$ cat src/rtl/vga_pattern_pkg.sv
// Shared types and defaults for the VGA test-pattern generator and its sequencer.
package vga_pattern_pkg;

    localparam int DEFAULT_NUM_PATTERNS = 4;

    typedef enum logic [1:0] {
        OP_NOP  = 2'd0,
        OP_NEXT = 2'd1,
        OP_PREV = 2'd2,
        OP_SET  = 2'd3
    } cmd_op_t;

    typedef enum logic [1:0] {
        IDLE = 2'd0,
        RUN  = 2'd1,
        PEND = 2'd2
    } state_t;

endpackage

$ cat src/rtl/vga_vsync_edge.sv
// Registers vsync and flags the first cycle it reaches its active level (frame start).
module vga_vsync_edge #(
    parameter int ACTIVE_LOW = 1
) (
    input  logic clk,
    input  logic rst,
    input  logic vsync,
    output logic frame_start
);

    localparam logic ACTIVE_LEVEL = (ACTIVE_LOW != 0) ? 1'b0 : 1'b1;

    logic vsync_q;

    // Resetting to the active level suppresses a false frame start when vsync
    // is already active as reset releases.
    always_ff @(posedge clk) begin
        if (rst) begin
            vsync_q <= ACTIVE_LEVEL;
        end else begin
            vsync_q <= vsync;
        end
    end

    assign frame_start = (vsync == ACTIVE_LEVEL) && (vsync_q != ACTIVE_LEVEL);

endmodule

$ cat src/rtl/vga_pattern_seq.sv
// Frame-synchronous pattern selector: host commands and timed auto-advance
// take effect only at a frame start so no frame mixes two patterns.
module vga_pattern_seq
    import vga_pattern_pkg::*;
#(
    parameter int NUM_PATTERNS       = DEFAULT_NUM_PATTERNS,
    parameter int SEL_WIDTH          = $clog2(NUM_PATTERNS),
    parameter int FRAMES_PER_PATTERN = 120,
    parameter int FCNT_WIDTH         = $clog2(FRAMES_PER_PATTERN + 1),
    parameter int VSYNC_ACTIVE_LOW   = 1
) (
    input  logic                  clk,
    input  logic                  rst,
    input  logic                  en,
    input  logic                  vga_vsync,
    input  logic                  auto_en,
    input  logic                  cmd_valid,
    output logic                  cmd_ready,
    input  logic [1:0]            cmd_op,
    input  logic [SEL_WIDTH-1:0]  cmd_sel,
    output logic [SEL_WIDTH-1:0]  pattern_sel,
    output logic                  pattern_stb,
    output logic [FCNT_WIDTH-1:0] frame_cnt,
    output logic [1:0]            dbg_state
);

    localparam logic [SEL_WIDTH-1:0]  LAST_SEL = SEL_WIDTH'(NUM_PATTERNS - 1);
    localparam logic [FCNT_WIDTH-1:0] FCNT_MAX = FCNT_WIDTH'(FRAMES_PER_PATTERN);
    localparam logic [FCNT_WIDTH-1:0] AUTO_AT  = FCNT_WIDTH'(FRAMES_PER_PATTERN - 1);

    // Handshake: a command transfers on a rising clk edge where cmd_valid and
    // cmd_ready are both high; cmd_ready depends only on state, never on cmd_valid.

    state_t                 state_q, state_d;
    cmd_op_t                op_in;
    cmd_op_t                pend_op_q;
    logic [SEL_WIDTH-1:0]   pend_sel_q;
    cmd_op_t                apply_op;
    logic [SEL_WIDTH-1:0]   sel_d;
    logic                   changed;
    logic                   fs;
    logic                   auto_q;
    logic                   auto_rise;
    logic                   counting;
    logic                   latch_cmd;

    vga_vsync_edge #(
        .ACTIVE_LOW (VSYNC_ACTIVE_LOW)
    ) u_vsync_edge (
        .clk         (clk),
        .rst         (rst),
        .vsync       (vga_vsync),
        .frame_start (fs)
    );

    assign op_in     = cmd_op_t'(cmd_op);
    assign cmd_ready = (state_q == RUN);
    assign dbg_state = state_q;
    assign auto_rise = auto_en && !auto_q;
    assign latch_cmd = en && (state_q == RUN) && cmd_valid && (op_in != OP_NOP);
    assign counting  = en && fs && ((state_q == RUN) || (state_q == PEND));

    // A command accepted in the fs cycle itself is only latched here; it is
    // applied from PEND at the following frame start.
    always_comb begin
        state_d  = state_q;
        apply_op = OP_NOP;
        case (state_q)
            IDLE: begin
                state_d = RUN;
            end
            RUN: begin
                if (fs && auto_en && (frame_cnt == AUTO_AT)) begin
                    apply_op = OP_NEXT;
                end
                if (cmd_valid && (op_in != OP_NOP)) begin
                    state_d = PEND;
                end
            end
            PEND: begin
                if (fs) begin
                    apply_op = pend_op_q;
                    state_d  = RUN;
                end
            end
            default: begin
                state_d = IDLE;
            end
        endcase
        if (!en) begin
            state_d  = IDLE;
            apply_op = OP_NOP;
        end
    end

    always_comb begin
        sel_d = pattern_sel;
        case (apply_op)
            OP_NEXT: sel_d = (pattern_sel == LAST_SEL) ? '0 : pattern_sel + SEL_WIDTH'(1);
            OP_PREV: sel_d = (pattern_sel == '0) ? LAST_SEL : pattern_sel - SEL_WIDTH'(1);
            OP_SET: begin
                // Out-of-range targets leave the selection untouched.
                if (32'(pend_sel_q) < NUM_PATTERNS) begin
                    sel_d = pend_sel_q;
                end
            end
            default: sel_d = pattern_sel;
        endcase
    end

    assign changed = (sel_d != pattern_sel);

    always_ff @(posedge clk) begin
        if (rst) begin
            state_q     <= IDLE;
            pend_op_q   <= OP_NOP;
            pend_sel_q  <= '0;
            pattern_sel <= '0;
            pattern_stb <= 1'b0;
            frame_cnt   <= '0;
            auto_q      <= 1'b0;
        end else begin
            state_q     <= state_d;
            auto_q      <= auto_en;
            pattern_sel <= sel_d;
            pattern_stb <= changed;

            if (latch_cmd) begin
                pend_op_q  <= op_in;
                pend_sel_q <= cmd_sel;
            end else if (!en || (state_q == PEND && fs)) begin
                pend_op_q <= OP_NOP;
            end

            if (changed || auto_rise) begin
                frame_cnt <= '0;
            end else if (counting && (frame_cnt != FCNT_MAX)) begin
                frame_cnt <= frame_cnt + FCNT_WIDTH'(1);
            end
        end
    end

endmodule

$ cat config.mk
export PLATFORM = sky130hd
export DESIGN_NAME = vga_pattern_seq
export DESIGN_NICKNAME = d
export VERILOG_FILES = /design/src/rtl/vga_pattern_pkg.sv /design/src/rtl/vga_vsync_edge.sv /design/src/rtl/vga_pattern_seq.sv
export SDC_FILE = /design/constraint.sdc
export NUM_CORES = 1
export LEC_CHECK = 0
export CORE_UTILIZATION = 45
export DETAILED_ROUTE_END_ITERATION = 6
export PLACE_DENSITY = 0.75
export SYNTH_ARGS = -nofsm -noshare
export SYNTH_HDL_FRONTEND = slang
export SYNTH_SLANG_ARGS = --single-unit
$ cat constraint.sdc
create_clock -name clk -period 2.55 [get_ports clk]
set_input_delay 0.255 -clock clk [delete_from_list [all_inputs] [get_ports clk]]
set_output_delay 0.255 -clock clk [all_outputs]
set_load 0.02 [all_outputs]
-- Word-level counts from Yosys, hierarchy flattened
Index checks and enable logic that the tools add are counted.
- bits in registers: 18
- bits of input ports: 10
- word-level logic and storage cells: 60
- $add $sub $neg: 3
- equal/unequal tests: 11
- mux-type cells: 12
- bitwise operators: 2
- reductions and logical operators: 24
- operator list (kind ; number):
    $mux W2 ; 8
    $logic_and A1 B1 Y1 ; 12
    $pmux W2 S3 ; 2
    $eq A2 B2 Y1 const B ; 4
    $add A7 B1 Y7 const B ; 1
    $eq A7 B7 Y1 const B ; 1
    $ne A7 B7 Y1 const B ; 1
    $eq A2 B1 Y1 const B ; 2
    $logic_not A2 Y1 ; 2
    $pmux W2 S2 ; 1
    $reduce_bool A2 Y1 ; 2
    $reduce_or A2 Y1 ; 2
    $logic_or A1 B1 Y1 ; 3
    $add A2 B1 Y2 const B ; 1
    $logic_not A1 Y1 ; 2
    $ne A2 B1 Y1 const B ; 1
    $ne A2 B2 Y1 ; 1
    $ne A2 B2 Y1 const B ; 1
    $not A1 Y1 ; 2
    $reduce_and A2 Y1 ; 1
    $sub A2 B1 Y2 const B ; 1
    $mux W1 ; 1

-- Depth between registers and ports, before layout
- depth in word-level cells: 12
- mapped depth: 9
- gate-level depth less buffers: 8

-- Modules after synthesis
From an unflattened synthesis, not the netlist that was laid out.
- cell total of the unflattened synthesis: 126
- area, all modules: 1106.1 um2
- by module, submodules not included (module ; times used ; cells an instance ; area each (um2) ; sequential area each (um2)):
    vga_pattern_seq ; 1 ; 123 ; 1071.0 ; 340.3
    vga_vsync_edge ; 1 ; 3 ; 35.0 ; 20.0

-- Worst setup path before layout
Ideal clock, no wire load.
- kind: register -> register
- from: register state_q[0] (netlist: dbg_state[0])
- to: register frame_cnt[2]
- library setup time: 0.059 ns
- arrival time: 2.291 ns
- slack: 0.201 ns
- stages on the path, launching flop included: 10
- buffers on the path: 1
- path through: dfxtp_1 > inv_1 > ha_1 > and4b_4 > and2_4 > buf_6 > mux2_4 > o32ai_4 > o221a_4 > and2_1
- word-level cells in the longest chain between the ends: 8
- elaborated cells on any way between the ends: 14
- those cells by class: eq/ne: 6; mux: 3; reduce/logical: 5
- RTL lines (item ; RTL line ; RTL):
    from (decl) ; vga_pattern_seq.sv:34 ; state_t state_q, state_d;
    from (signal assigned) ; vga_pattern_seq.sv:123 ; state_q <= state_d;
    $eq A2 B2 Y1 / $eq A2 B1 Y1 (equally long branches) ; vga_pattern_seq.sv:61, vga_pattern_seq.sv:68 ;
    $pmux W2 S2 ; vga_pattern_seq.sv:68 ; case (state_q)
    $mux W2 ; vga_pattern_seq.sv:90 ; if (!en) begin
    $eq A2 B2 Y1 / $eq A2 B1 Y1 (equally long branches) ; vga_pattern_seq.sv:98 ; case (apply_op)
    $pmux W2 S3 ; vga_pattern_seq.sv:98 ;
    $ne A2 B2 Y1 ; vga_pattern_seq.sv:111 ; assign changed = (sel_d != pattern_sel);
    $logic_or A1 B1 Y1 ; vga_pattern_seq.sv:135 ; if (changed || auto_rise) begin
    $reduce_or A2 Y1 (no source line) ; n/a ;
    to (signal assigned) ; vga_pattern_seq.sv:138 ; frame_cnt <= frame_cnt + FCNT_WIDTH'(1);
    to (decl) ; vga_pattern_seq.sv:23 ; output logic [FCNT_WIDTH-1:0] frame_cnt,
Parallel ways exist; a longest one is shown, timed or not.
A chain may end at the register's enable or synchronous reset.

-- Worst setup path after layout
- from: register state_q[0] (netlist: dbg_state[0])
- to: register frame_cnt[6]
The elaborated chain is that of the path after synthesis.

==> impl_metrics.json <==
{
  "die_h_um": 53.0,
  "power_density_mw_per_mm2": 372,
  "place_hpwl_um": 1880,
  "grt-ovfl-total": 0,
  "cp_num_buf_inv": 1,
  "crit_family": "simple AND/OR/NAND/NOR gates",
  "drt_iter0_markers": 13,
  "synth_cell_types": 43,
  "synth_edf_count": 0,
  "p_leak_nw": 0.539,
  "clockRootBuffer": "clkbuf_4",
  "area_growth_pct": 22.7,
  "holdBufCountCts": 0,
  "yosysSeqAreaShare": 0.308,
  "via_count": 983,
  "critPathMaxStageDelay_ns": 0.42,
  "io_pins": 23,
  "synthTopCellsByCount": "dfxtp_1 (18), nor2_1 (17), ha_1 (9), inv_1 (9), and2_1 (7)",
  "synth_area_leaders": "dfxtp_1 (31%), ha_1 (9.6%), nor2_1 (5.5%), mux2i_1 (4.3%), and2_1 (3.7%)",
  "worstPathMaxFanout": 7,
  "yosysMostFrequentCell": "dfxtp_1",
  "ys_ff_latch": 18,
  "clk_latency_ns": 0.29,
  "numPortBuffers": 22,
  "fin_tns_setup_ns": 0,
  "insertedDiodeCount": 0,
  "finalNetCount": 171,
  "wire_per_inst_um": 13.7,
  "path_clk_slew_ns": 0.10,
  "outcome": "completed",
  "worstMarginPinSlew_ns": 0.424,
  "synthArstFlopShare": 0,
  "maxSlewViolCount": 0,
  "via_per_inst": 5.46,
  "gp_routability_congestion": 0.777,
  "cp_data_arrival_time_ns": 2.60,
  "start_util": 0.472,
  "cap_violations": 0,
  "slowest_stage": "dfxtp_1",
  "max-vdd-ir-drop_mv": 0.292,
  "postCtsResizedCells": 0,
  "fin_ws_ns": 0.195,
  "cts_inserted_buffers": 3,
  "syn_nets": 146,
  "hold_viol": 0,
  "syn_inst": 127,
  "core_area_mm2": 0.00248,
  "worstSetupEndpointType": "flop",
  "grt_usage": 0.199,
  "rows": 18,
  "first_global_vias": 939,
  "cts_sinks": 18,
  "grt_max_degree": 12,
  "syn_area_per_cell_um2": 9.21,
  "drt-total-wl_um": 2470,
  "antenna_found_initial": 0,
  "hold_path.class": "flop to flop",
  "h-tree-depth": 1,
  "post-route-period-util": 0.923,
  "required_ns": 2.79,
  "synth_area_mm2": 0.00117,
  "rsz0062_at_grt": "no",
  "place_ws_ns": 0.207,
  "grt_pass1_wl_um": 4000,
  "synthFlopType": "dfxtp_1",
  "post_cts_buffers": 0,
  "utilization": 0.579,
  "drc": 0,
  "yosysTopAreaCellShare": 0.308,
  "tritoncts": "built",
  "antenna_left": 0,
  "ys_warn_count": 0,
  "crit_path_start_kind": "flop",
  "dr.pass1.iters": 4,
  "cp_cell_sequence": "inv_1, ha_1, and4b_4, and2_4, mux2_4, o32ai_4, o221a_4, and2_1",
  "die_area_mm2": 0.00281,
  "relSlewSlack": 0.717,
  "yosys.area.top_type": "dfxtp_1",
  "layout-drive-gt1-share": 0.0933,
  "timing.hold.ws_ns": 0.504,
  "clockBufferDepth": 2,
  "worstSetupPathType": "flop to flop",
  "fin_skew_ns": 0.00187,
  "fin_crit_ns": 2.35,
  "die_w_um": 53.0,
  "report.final.setup_viol": 0,
  "fmax_mhz": 425
}
-- report_power, final --
part           switching, mW  internal, mW
logic                 0.0510        0.0480
clock network         0.0850        0.0550
registers            0.00631         0.288
-- path summary, 6_finish.rpt --
check | start | to | slack [ns] | depth (start not counted)
worst max-delay path | dbg_state[0] | frame_cnt[6] | 0.20 | 8
worst min-delay path | pend_op_q[1] | pend_op_q[1] | 0.50 | 2
worst max register to register | dbg_state[0] | frame_cnt[6] | 0.20 | 8
worst min register to register | pend_op_q[1] | pend_op_q[1] | 0.50 | 2
-- layer usage --
metal,share of wire,GRT usage,up-vias
met4,0.016,0.0746,0
li1,-,-,495
met2,0.47,0.325,25
met3,0.051,0.0690,7
met1,0.46,0.238,456
met5,0,0,-
-- state kept, by name, summed over array words and instances (netlist names) --
register	count
auto_q	1
dbg_state	2
frame_cnt	7
pattern_sel	2
pattern_stb	1
pend_op_q	2
pend_sel_q	2
u_vsync_edge.vsync_q	1
-- layout by cell type, fill, tap and decap left out, types with 3 or more instances in the layout --
cell,count
o21ai_1,3
nor2b_1,3
and2_1,7
clkdlybuf4s50_1,22
clkbuf_4,3
inv_1,9
dfxtp_1,18
nand2_1,5
a22oi_1,3
ha_1,9
mux2i_1,5
nor2_1,17
xnor2_1,4
a21oi_1,6
-- cell type report --
cell class | count | area, um2
fill | 227 | 1040
multi-input combinational | 98 | 761
sequential | 18 | 360
timing repair buffer | 22 | 220
tap | 30 | 37.5
inverter | 9 | 33.8
clock buffer | 3 | 22.5
-- metrics by stage --
| step | area (um2) | cells | total power [mW] |
|---|---|---|---|
| floorplan | 1170 | 127 | 0.359 |
| CTS | 1440 | 180 | 0.538 |
| global placement | 1410 | 177 | 0.396 |
| finish | 1440 | 180 | 0.534 |
| global route | 1440 | 180 | 0.565 |
| detailed placement | 1410 | 177 | 0.399 |
-- logic make-up after synthesis --
kind of cell,share of synthesized area
AOI/OAI and AO/OA,0.196
xor gates and xnor gates,0.0449
adders and majority gates,0.0963
buffers and inverters,0.0417
DFF,0.308
muxes,0.0556
and+or+nand+nor,0.258
-- worst min-delay path, cell delays in order (launching register included) --
cell and delay, ns:
dfxtp_1 0.34, a22oi_1 0.06, nor2_1 0.07
Power figures use the tool's default switching activity.
